<file path="src/rtl/control_sequencer.sv">
// control_sequencer: multi-cycle fetch/decode/execute controller driving a dataPath.
// Fetches RV32I words over a req/valid port, decodes ADDI/ADD/BNE, owns the PC.
// Ports:
//   clk, rst_n                 clock, asynchronous active-low reset
//   imem_req/imem_addr         fetch request and address (address = pc)
//   imem_rdata/imem_valid      fetched word and its strobe (honoured only in FETCH)
//   EQ                         operand-equality from the dataPath ALU (used by BNE)
//   rs1/rs2/rd                 register indices to the dataPath
//   RegWrite/ALUsrc/ImmOp      write enable, op2 select, sign-extended immediate
//   pc                         current program counter
//   halt                       sticky illegal-instruction flag
module control_sequencer #(
  parameter int unsigned ADDRESS_WIDTH = 5,
  parameter int unsigned DATA_WIDTH    = 32,
  parameter logic [DATA_WIDTH-1:0] RESET_PC = '0
) (
  input  logic                     clk,
  input  logic                     rst_n,
  output logic                     imem_req,
  output logic [DATA_WIDTH-1:0]    imem_addr,
  input  logic [DATA_WIDTH-1:0]    imem_rdata,
  input  logic                     imem_valid,
  input  logic                     EQ,
  output logic [ADDRESS_WIDTH-1:0] rs1,
  output logic [ADDRESS_WIDTH-1:0] rs2,
  output logic [ADDRESS_WIDTH-1:0] rd,
  output logic                     RegWrite,
  output logic                     ALUsrc,
  output logic [DATA_WIDTH-1:0]    ImmOp,
  output logic [DATA_WIDTH-1:0]    pc,
  output logic                     halt
);

  localparam logic [1:0] ST_FETCH  = 2'd0;
  localparam logic [1:0] ST_DECODE = 2'd1;
  localparam logic [1:0] ST_EXEC   = 2'd2;
  localparam logic [1:0] ST_HALT   = 2'd3;

  // Instruction class captured at fetch; reset value matches the NOP (ADDI x0,x0,0).
  localparam logic [1:0] K_ALU = 2'd0;
  localparam logic [1:0] K_BNE = 2'd1;
  localparam logic [1:0] K_ILL = 2'd2;

  localparam logic [6:0] OP_IMM    = 7'b0010011;
  localparam logic [6:0] OP_REG    = 7'b0110011;
  localparam logic [6:0] OP_BRANCH = 7'b1100011;

  localparam logic [DATA_WIDTH-1:0] PC_STEP = DATA_WIDTH'(4);

  logic [1:0]               state, state_next;
  logic [1:0]               kind, kind_next;
  logic [DATA_WIDTH-1:0]    pc_next;
  logic [ADDRESS_WIDTH-1:0] rs1_next, rs2_next, rd_next;
  logic [DATA_WIDTH-1:0]    imm_next;
  logic                     alu_src_next;
  logic                     reg_write_next;
  logic                     imem_req_next;
  logic                     halt_next;

  logic [1:0]               dec_kind;
  logic                     dec_alu_src;
  logic [DATA_WIDTH-1:0]    dec_imm;

  assign imem_addr = pc;

  // Decode of the incoming memory word; captured only when a fetch is accepted.
  always_comb begin
    dec_kind    = K_ILL;
    dec_alu_src = 1'b0;
    dec_imm     = '0;
    if (imem_rdata[6:0] == OP_IMM && imem_rdata[14:12] == 3'b000) begin
      dec_kind = K_ALU;
      dec_imm  = {{(DATA_WIDTH-12){imem_rdata[31]}}, imem_rdata[31:20]};
    end else if (imem_rdata[6:0] == OP_REG && imem_rdata[14:12] == 3'b000 &&
                 imem_rdata[31:25] == 7'b0000000) begin
      dec_kind    = K_ALU;
      dec_alu_src = 1'b1;
    end else if (imem_rdata[6:0] == OP_BRANCH && imem_rdata[14:12] == 3'b001) begin
      dec_kind    = K_BNE;
      dec_alu_src = 1'b1;
      dec_imm     = {{(DATA_WIDTH-13){imem_rdata[31]}}, imem_rdata[31], imem_rdata[7],
                     imem_rdata[30:25], imem_rdata[11:8], 1'b0};
    end
  end

  // Next-state and next-output logic.
  always_comb begin
    state_next     = state;
    kind_next      = kind;
    pc_next        = pc;
    rs1_next       = rs1;
    rs2_next       = rs2;
    rd_next        = rd;
    imm_next       = ImmOp;
    alu_src_next   = ALUsrc;
    case (state)
      ST_FETCH: begin
        // imem_req is low for the first cycle out of reset, so no fetch is accepted then.
        if (imem_req && imem_valid) begin
          state_next   = ST_DECODE;
          kind_next    = dec_kind;
          rs1_next     = ADDRESS_WIDTH'(imem_rdata[19:15]);
          rs2_next     = ADDRESS_WIDTH'(imem_rdata[24:20]);
          rd_next      = ADDRESS_WIDTH'(imem_rdata[11:7]);
          imm_next     = dec_imm;
          alu_src_next = dec_alu_src;
        end
      end
      ST_DECODE: state_next = (kind == K_ILL) ? ST_HALT : ST_EXEC;
      ST_EXEC: begin
        state_next = ST_FETCH;
        if (kind == K_BNE && !EQ) pc_next = pc + ImmOp;
        else                      pc_next = pc + PC_STEP;
      end
      ST_HALT:  state_next = ST_HALT;
      default:  state_next = ST_HALT;
    endcase
    imem_req_next  = (state_next == ST_FETCH);
    halt_next      = (state_next == ST_HALT);
    // RegWrite is registered, so it is raised while leaving DECODE and is high during EXEC only.
    reg_write_next = (state == ST_DECODE) && (kind == K_ALU) && (rd != '0);
  end

  // State register.
  always_ff @(posedge clk or negedge rst_n) begin
    if (!rst_n) state <= ST_FETCH;
    else        state <= state_next;
  end

  // Registered datapath controls and PC.
  always_ff @(posedge clk or negedge rst_n) begin
    if (!rst_n) begin
      pc       <= RESET_PC;
      kind     <= K_ALU;
      rs1      <= '0;
      rs2      <= '0;
      rd       <= '0;
      ImmOp    <= '0;
      ALUsrc   <= 1'b0;
      RegWrite <= 1'b0;
      imem_req <= 1'b0;
      halt     <= 1'b0;
    end else begin
      pc       <= pc_next;
      kind     <= kind_next;
      rs1      <= rs1_next;
      rs2      <= rs2_next;
      rd       <= rd_next;
      ImmOp    <= imm_next;
      ALUsrc   <= alu_src_next;
      RegWrite <= reg_write_next;
      imem_req <= imem_req_next;
      halt     <= halt_next;
    end
  end

endmodule

</file>
<file path="config.mk">
export PLATFORM = sky130hd
export DESIGN_NAME = control_sequencer
export DESIGN_NICKNAME = d
export VERILOG_FILES = /design/src/rtl/control_sequencer.sv
export SDC_FILE = /design/constraint.sdc
export NUM_CORES = 1
export LEC_CHECK = 0
export BUFFER_PORTS_ARGS = -buffer_cell sky130_fd_sc_hd__buf_4
export CORE_ASPECT_RATIO = 1.75
export CORE_MARGIN = 2
export CORE_UTILIZATION = 40
export DETAILED_ROUTE_END_ITERATION = 12
export PLACE_DENSITY = 0.69
export SLEW_MARGIN = 20
export SYNTH_ARGS = -nofsm -noshare
export SYNTH_HDL_FRONTEND = slang
export SYNTH_SLANG_ARGS = --single-unit
</file>
<file path="constraint.sdc">
create_clock -name clk -period 3.25 [get_ports clk]
set_input_delay 0.8125 -clock clk [delete_from_list [all_inputs] [get_ports clk]]
set_output_delay 0.8125 -clock clk [all_outputs]
set_load 0.05 [all_outputs]
</file>
### After elaboration in Yosys (flattened, before gate mapping)

Index checks and enable logic that the tools add are counted.

* register bits: 87
* output and inout bits: 115
* word-level logic and storage cells: 52

* $add $sub $neg: 2
* eq/ne operators: 10
* mux-type cells: 13
* reduce and logical (&&, ||, !) cells: 16

Operators with widths (count)
* $mux W32: 4
* $add A32 B3 Y32 const B: 1
* $add A32 B32 Y32: 1
* $eq A2 B2 Y1 const B: 4
* $logic_and A1 B1 Y1: 8
* $mux W2: 4
* $pmux W2 S4: 1
* $eq A7 B5 Y1 const B: 1
* $eq A7 B6 Y1 const B: 1
* $eq A7 B7 Y1 const B: 1
* $logic_not A7 Y1: 1
* $logic_not A2 Y1: 3
* $reduce_bool A5 Y1: 1
* $eq A2 B1 Y1 const B: 2
* $mux W1: 4
* $eq A3 B1 Y1 const B: 1
* $logic_not A3 Y1: 1
* $reduce_and A2 Y1: 1
* $logic_not A1 Y1: 1

### Depth between registers and ports, before layout

Gate-level depths: netlist (run 1).

* depth in word-level cells: 5
* depth in mapped cells: 11

### Worst setup path after synthesis (run 1)

No wires, ideal clock.

* path kind: reg-to-reg
* from: register ImmOp[30]
* to: register pc[30], in the netlist imem_addr[30]
* data arrival time: 3086 ps
* path slack: 32 ps
* stages on the path, launching flop included: 9
* buffers on the path: 0
* period minus slack after synthesis: 3218 ps
* cell sequence: dfrtp_1 -> ha_1 -> and3_1 -> a221o_1 -> a31oi_1 -> o31ai_1 -> a311oi_1 -> xor2_1 -> o21ai_1

* word-level cells in the longest chain between the ends: 2

RTL lines
* start, declared: line 29 `output logic [DATA_WIDTH-1:0] ImmOp,`
* start signal, assigned: line 149 `ImmOp <= imm_next;`
* $add A32 B32 Y32: line 112 `if (kind == K_BNE && !EQ) pc_next = pc + ImmOp;`
* $mux W32: line 112
* end signal, assigned: line 144 `pc <= pc_next;`
* end, declared: line 30 `output logic [DATA_WIDTH-1:0] pc,`

Every way passes these cells.
A chain may end at the register's enable or synchronous reset.

### Worst setup path after layout (run 1)

* from: register pc[11], in the netlist imem_addr[11]
* to: register pc[30], in the netlist imem_addr[30]

* word-level cells in the longest chain between the ends: 2
* elaborated cells between the ends (all ways): 3
* those cells by class: 2 x add/sub; 1 x mux

RTL lines (line)
* $add A32 B3 Y32 / $add A32 B32 Y32 (equally long branches): 113, 112
* $mux W32 (*): 112

Mark *: on every way between the ends. The rest lies on a longest branch, timed or not.

==> impl_metrics.ini, run 1 <==
[global_routing]
initial_antenna_violation_count = 0
global_route_wire_length_before_repair_mm = 25.75
groute.layer.met3.usage_pct = 4.092
grt.met2_usage_pct = 43.74
gr-total-overflow = 0
groute.layer.met1.usage_pct = 22.84
grt_pass1_vias = 5238
most_heavily_used_metal_layer_in_global_routing = met2
largest_net_degree_at_the_start_of_global_routing = 69
grtUsageTotal_pct = 22.77

[critical_path]
critical_path.endpoint_type = register
worst_path_dominant_cell_family = compound AO/OA/AOI/OAI gates
crit_fanout = 7
cells_along_the_critical_path = ha_1 > a21oi_1 > inv_1 > a221o_1 > a31oi_1 > o31ai_1 > buf_4 > a311oi_1 > xor2_1 > o21ai_1
setup.worst_path.start_class = register
timing_worst_setup_path_type = reg -> reg
path_buf_inv = 2
cp_slowest_stage_delay_ns = 0.43
worst-endpoint-required_ns = 3.47
critical_path_arrival_ns = 3.08
critical_path_cell_with_the_highest_stage_delay = sky130_fd_sc_hd__dfrtp_1

[cts]
worstSkewPairLatency_ns = 0.34
post_cts_hold_buffer_count = 0
numCtsBuffers = 9
total_clock_sinks = 68
clkTransAtPathRegs_ns = 0.06
post_cts_buffers = 0
tritoncts_clock_tree = done
ctsHtreeMaxLevel = 3
root_buf_cell = sky130_fd_sc_hd__clkbuf_16
cts.path.max_buffers = 2

[sta]
finalSetupViolations = 0
slew_violations = 0
post-route-period-util_pct = 88.22
hold_viol = 0
timing.final.crit_period_ns = 2.867
worst_pin_slew_ns = 0.8788
timing.setup.tns_ns = 0
relSlewSlack_pct = 41.41
rsz0062_at_grt = no
max_freq_mhz = 348.8
clock_skew_ns = 0.009504

[route]
drtIter0Drc = 288
via_count = 5259
vias_per_cell = 5.785
post-route-drc-count = 0
firstDrtPassIters = 5
wl_per_cell_um = 18.20
totalWireLength_mm = 16.54
antenna_violating_nets_left = 0

[pwr]
power.static_leakage_uw = 0.003013
power_frac_seq_pct = 29.2
switching_share_pct = 46.94
power.net_switching_uw = 2000
power.internal_uw = 2261
clockPowerShare_pct = 24.2
vdd_ir_drop_max_uv = 720.8
power-per-cell-area_nw_per_um2 = 646.5
power_share_of_the_combinational_group_pct = 46.6

[logic_synthesis]
asyncSetResetFlopFracSynth_pct = 100.0
yosys_warnings = 0
synth_top_area_share_pct = 32.09
synth.area.top_cells = sky130_fd_sc_hd__dfrtp_1, sky130_fd_sc_hd__ha_1, sky130_fd_sc_hd__a21oi_1, sky130_fd_sc_hd__buf_4, sky130_fd_sc_hd__nand2_1
syn_area_per_cell_sq_um = 8.377
synthesis.nets = 702
post_synth_inst_count = 633
synth-seq-area-share_pct = 32.09
netlist_top_cells_count = sky130_fd_sc_hd__a21oi_1, sky130_fd_sc_hd__dfrtp_1, sky130_fd_sc_hd__nand2_1, sky130_fd_sc_hd__buf_4, sky130_fd_sc_hd__nor2_1
post-synth-top-count-cell = sky130_fd_sc_hd__a21oi_1
synth.ff_latch_count = 68
netlist-cell-type-count = 62
synth_top_cell_by_area = sky130_fd_sc_hd__dfrtp_1
synth_enable_flop_cells = 0
dominantRegCellSynth = sky130_fd_sc_hd__dfrtp_1
synth_area_sq_um = 5303

[layout]
final_layout_size_suffix_gt1_share_pct = 28.32
n_fill_cell = 1253
finalNetCount = 802
finish.utilization_pct = 50.95
n_antenna_cell = 0
flow.area_growth_from_synthesis_pct = 24.30

[job]
max_cap_viol_count = 0

[floorplan]
fp.dieH_um = 156.3
std_cell_rows = 55
core_region_area_sq_um = 12940
dieWidth_um = 91.04
floorplan.initialDensity_pct = 40.99
io_pins = 151
die_area_sq_um = 14230

[placement]
rd_place_congestion = 0.9439
port_buffers = 150
dpl.hpwl_mm = 12.75

[status]
outcome = complete, no violations

[worst_hold_path]
holdCritPathClass = reg -> reg
[flip-flops by register name (all words and copies together), names as in the netlist, 2 cells and up]
name,cells
ImmOp,13
imem_addr,32
kind,2
rd,5
rs1,5
rs2,5
state,2
[final cells by class]
cell class,instances,area [sq um],share of cell area (%)
Sequential cell,68,1702,25.82
Tap cell,171,214.0,3.246
Timing Repair Buffer,164,1231,18.68
Multi-Input combinational cell,480,3099,47.02
Clock buffer,9,225.2,3.417
Inverter,10,37.54,0.5695
Clock inverter,7,82.58,1.253
[power groups by stage]
stage	Combinational (uW)	Sequential, uW	Clock [uW]
detailed placement	1990	1250	0
floorplan	841	1800	0
global placement	1970	1240	0
CTS	2000	1240	1050
global route	2100	1270	1080
finish	1990	1240	1030
[layout by cell type (no fill, tap or decap), drive strengths merged, types with 5 or more instances in the layout]
master / count
dfrtp: 68
or2: 5
a31oi: 5
o211ai: 5
nand4: 15
o21a: 6
and4: 5
nand2: 66
xor2: 8
nor3: 14
nand3: 18
o22ai: 7
nor4: 5
a21oi: 80
buf: 164
and3: 10
a22o: 8
nor2b: 6
xnor2: 17
mux2: 16
a21o: 8
inv: 14
clkbuf: 9
ha: 32
o21ai: 53
nor2: 37
nand2b: 6
[path summary, 6_finish.rpt]
| kind | cells past startpoint | startpoint | to | slack (ns) |
|---|---|---|---|---|
| max reg2reg | 10 | imem_addr[11] | imem_addr[30] | 0.38 |
| min | 2 | ALUsrc | ALUsrc | 0.50 |
| min reg2reg | 2 | ALUsrc | ALUsrc | 0.50 |
| max in group asynchronous | 1 | rst_n | rd[4] | 2.09 |
| max | 10 | imem_addr[11] | imem_addr[30] | 0.38 |
| min in group asynchronous | 1 | rst_n | ALUsrc | 0.59 |
[per-layer routing]
| metal | wire length (um) | vias up | part of all wire (%) |
|---|---|---|---|
| met3 | 786 | 61 | 4.8 |
| met5 | 0 | - | 0 |
| met1 | 5878 | 2514 | 36 |
| li1 | - | 2482 | - |
| met2 | 9084 | 202 | 55 |
| met4 | 794 | 0 | 4.8 |
[logic make-up after synthesis]
kind of cell | after synthesis | share of synthesized area (%)
mux | 18 | 3.775
flops | 68 | 32.09
compound gates | 206 | 23.69
xor+xnor | 25 | 4.129
simple gates | 198 | 18.76
buf+inv | 85 | 9.627
fa+ha+maj | 33 | 7.928
[tightest hold or removal path: cells and delay by family, from the launching register on]
family	cells	cell delay, ns
flops	1	0.35
simple gates	1	0.05
compound gates	1	0.07
[timing repair]
item                                    CTS  global route
endpoints found under the setup margin    0             1
hold endpoints to repair                  0             0
gates resized for setup                   0             1
[per-stage QoR]
stage | power, uW | hold slack (ns) | area, sq um | setup WS (ns) | instances
finish | 4261 | 0.4994 | 6591 | 0.3830 | 909
global route | 4453 | 0.5246 | 6591 | 0.1326 | 909
CTS | 4282 | 0.5001 | 6585 | 0.3214 | 909
detailed placement | 3243 | 0.4752 | 6277 | 0.3355 | 893
global placement | 3214 | 0.4804 | 6277 | 0.4084 | 893
floorplan | 2646 | 0.4846 | 5303 | 0.03196 | 633
Power figures use the tool's default switching activity.
==> run 2: changes to the inputs <==
CELL_PAD_IN_SITES_DETAIL_PLACEMENT = 1   (was default)
CELL_PAD_IN_SITES_GLOBAL_PLACEMENT = 2   (was default)
CORE_ASPECT_RATIO = 0.75   (was 1.75)
CORE_UTILIZATION = 30   (was 40)
PLACE_DENSITY = 0.85   (was 0.69)
==> impl_metrics.ini, run 2 (same netlist as run 1, synthesis figures left out) <==
[status]
outcome = complete, no violations

[global_routing]
groute.layer.met1.usage_pct = 28.46
largest_net_degree_at_the_start_of_global_routing = 69
most_heavily_used_metal_layer_in_global_routing = met2
groute.layer.met3.usage_pct = 3.239
global_route_wire_length_before_repair_mm = 29.09
grt_pass1_vias = 5292
grtUsageTotal_pct = 19.71
initial_antenna_violation_count = 0
grt.met2_usage_pct = 30.65
gr-total-overflow = 0

[route]
vias_per_cell = 5.288
totalWireLength_mm = 18.29
antenna_violating_nets_left = 0
firstDrtPassIters = 4
drtIter0Drc = 234
wl_per_cell_um = 18.64
post-route-drc-count = 0
via_count = 5188

[placement]
rd_place_congestion = 0.9021
port_buffers = 150
dpl.hpwl_mm = 13.95

[floorplan]
fp.dieH_um = 119.1
io_pins = 151
die_area_sq_um = 18770
floorplan.initialDensity_pct = 30.30
core_region_area_sq_um = 17500
dieWidth_um = 157.5
std_cell_rows = 42

[pwr]
power.net_switching_uw = 2029
vdd_ir_drop_max_uv = 456.7
power.static_leakage_uw = 0.003031
clockPowerShare_pct = 25.2
power_frac_seq_pct = 28.5
power.total_uw = 4380
power-per-cell-area_nw_per_um2 = 652.2
switching_share_pct = 46.32
power_share_of_the_combinational_group_pct = 46.3
power.internal_uw = 2351

[cts]
clkTransAtPathRegs_ns = 0.06
numCtsBuffers = 9
root_buf_cell = sky130_fd_sc_hd__clkbuf_16
ctsHtreeMaxLevel = 3
total_clock_sinks = 68
post_cts_hold_buffer_count = 0
cts.path.max_buffers = 2
worstSkewPairLatency_ns = 0.34
tritoncts_clock_tree = done

[worst_hold_path]
min-delay-start = rs1[3]
hold_depth = 1
holdCritPathClass = reg -> reg
hold-path-endpoint = rs1[3]

[critical_path]
path_buf_inv = 1
cp.depth = 11
critical_path.reg2reg.endpoint = imem_addr[26]
reg2regPathDepth = 11
worst_path_dominant_cell_family = compound AO/OA/AOI/OAI gates
crit_fanout = 4
reg2reg_setup_slack_ns = 0.21
setup.worst_path.start_class = register
critical_path_cell_with_the_highest_stage_delay = sky130_fd_sc_hd__o31ai_2
worst-endpoint-required_ns = 3.50
cp_slowest_stage_delay_ns = 0.42
critical_path.endpoint_type = register
timing_worst_setup_path_type = reg -> reg
cells_along_the_critical_path = ha_1 > inv_1 > fa_1 > nor2b_1 > o211ai_1 > a31oi_2 > a31oi_1 > o31ai_2 > a21boi_1 > xor2_1 > a211oi_1
critical_path_arrival_ns = 3.29
worstReg2RegStart = imem_addr[0]

[sta]
hold_viol = 0
timing.setup.tns_ns = 0
clock_skew_ns = 0.008168
timing.final.crit_period_ns = 3.039
max_freq_mhz = 329.1
slew_violations = 0
relSlewSlack_pct = 39.98
finalSetupViolations = 0
post-route-period-util_pct = 93.50
worst_pin_slew_ns = 0.9003
rsz0062_at_grt = no

[layout]
final_common_cell = sky130_fd_sc_hd__buf_4
most-common-layout-cells = sky130_fd_sc_hd__buf_4, sky130_fd_sc_hd__a21oi_1, sky130_fd_sc_hd__dfrtp_1, sky130_fd_sc_hd__nand2_1, sky130_fd_sc_hd__nor2_1
largest_register_ffs = 32
flow.area_growth_from_synthesis_pct = 26.64
final_layout_size_suffix_gt1_share_pct = 28.55
finalNetCount = 803
n_antenna_cell = 0

[job]
max_cap_viol_count = 0
run 2: cell count changes in the layout (fill, tap and decap cells not counted), sizes merged:
cell and delta:
buf +1, bufinv +1, clkinv +1, clkinvlp -1, inv -1
run 2: power by group through the flow:
stage,clock [uW],combinational (uW),sequential (uW)
floorplan,0,841,1800
global placement,0,1980,1240
detailed placement,0,2030,1260
CTS,1130,2040,1250
global route,1170,2140,1280
finish,1100,2030,1250
run 2: what timing repair did:
action	CTS	global route
gates resized for setup	0	2
buffers inserted	0	0
setup endpoints to repair	0	3
run 2: per-stage QoR:
step / instance area [sq um] / hold WS (ns) / instances / utilization [%] / setup WS, ns
floorplan: 5303 / 0.4846 / 633 / - / 0.03196
global placement: 6374 / 0.4684 / 965 / 36.42 / 0.3434
detailed placement: 6374 / 0.4831 / 965 / 36.42 / 0.06254
CTS: 6704 / 0.4998 / 981 / 38.31 / 0.01957
global route: 6715 / 0.5408 / 981 / 38.37 / 0.01036
finish: 6715 / 0.5125 / 981 / 38.37 / 0.2113
run 2: routing by layer:
layer	up-vias	routed length, um
li1	2472	-
met1	2571	8838
met2	132	8369
met3	13	910
met4	0	170
met5	-	0
run 2: layout make-up:
class,count,area (sq um)
repair buffers,165,1239
clock inverters,7,105.1
well taps,242,302.8
clock buffers,9,225.2
multi-input cells,480,3104
fillers,2074,10780
inverters,10,37.54
flip-flops and latches,68,1702
run 2: worst reg2reg max path: stages, from the launching register on:
cell and delay [ns]:
sky130_fd_sc_hd__dfrtp_1 0.40, sky130_fd_sc_hd__ha_1 0.23, sky130_fd_sc_hd__inv_1 0.08, sky130_fd_sc_hd__fa_1 0.41, sky130_fd_sc_hd__nor2b_1 0.19, sky130_fd_sc_hd__o211ai_1 0.15, sky130_fd_sc_hd__a31oi_2 0.32, sky130_fd_sc_hd__a31oi_1 0.21
sky130_fd_sc_hd__o31ai_2 0.42, sky130_fd_sc_hd__a21boi_1 0.14, sky130_fd_sc_hd__xor2_1 0.16, sky130_fd_sc_hd__a211oi_1 0.24
run 2: worst max path at each step:
| stage | startpoint | end |
|---|---|---|
| after floorplan | ImmOp[30] | imem_addr[30] |
| after global placement | imem_addr[0] | imem_addr[26] |
| after detailed placement | imem_addr[0] | imem_addr[26] |
| after CTS | imem_addr[0] | imem_addr[26] |
| after global routing | imem_addr[0] | imem_addr[26] |
| final | imem_addr[0] | imem_addr[26] |
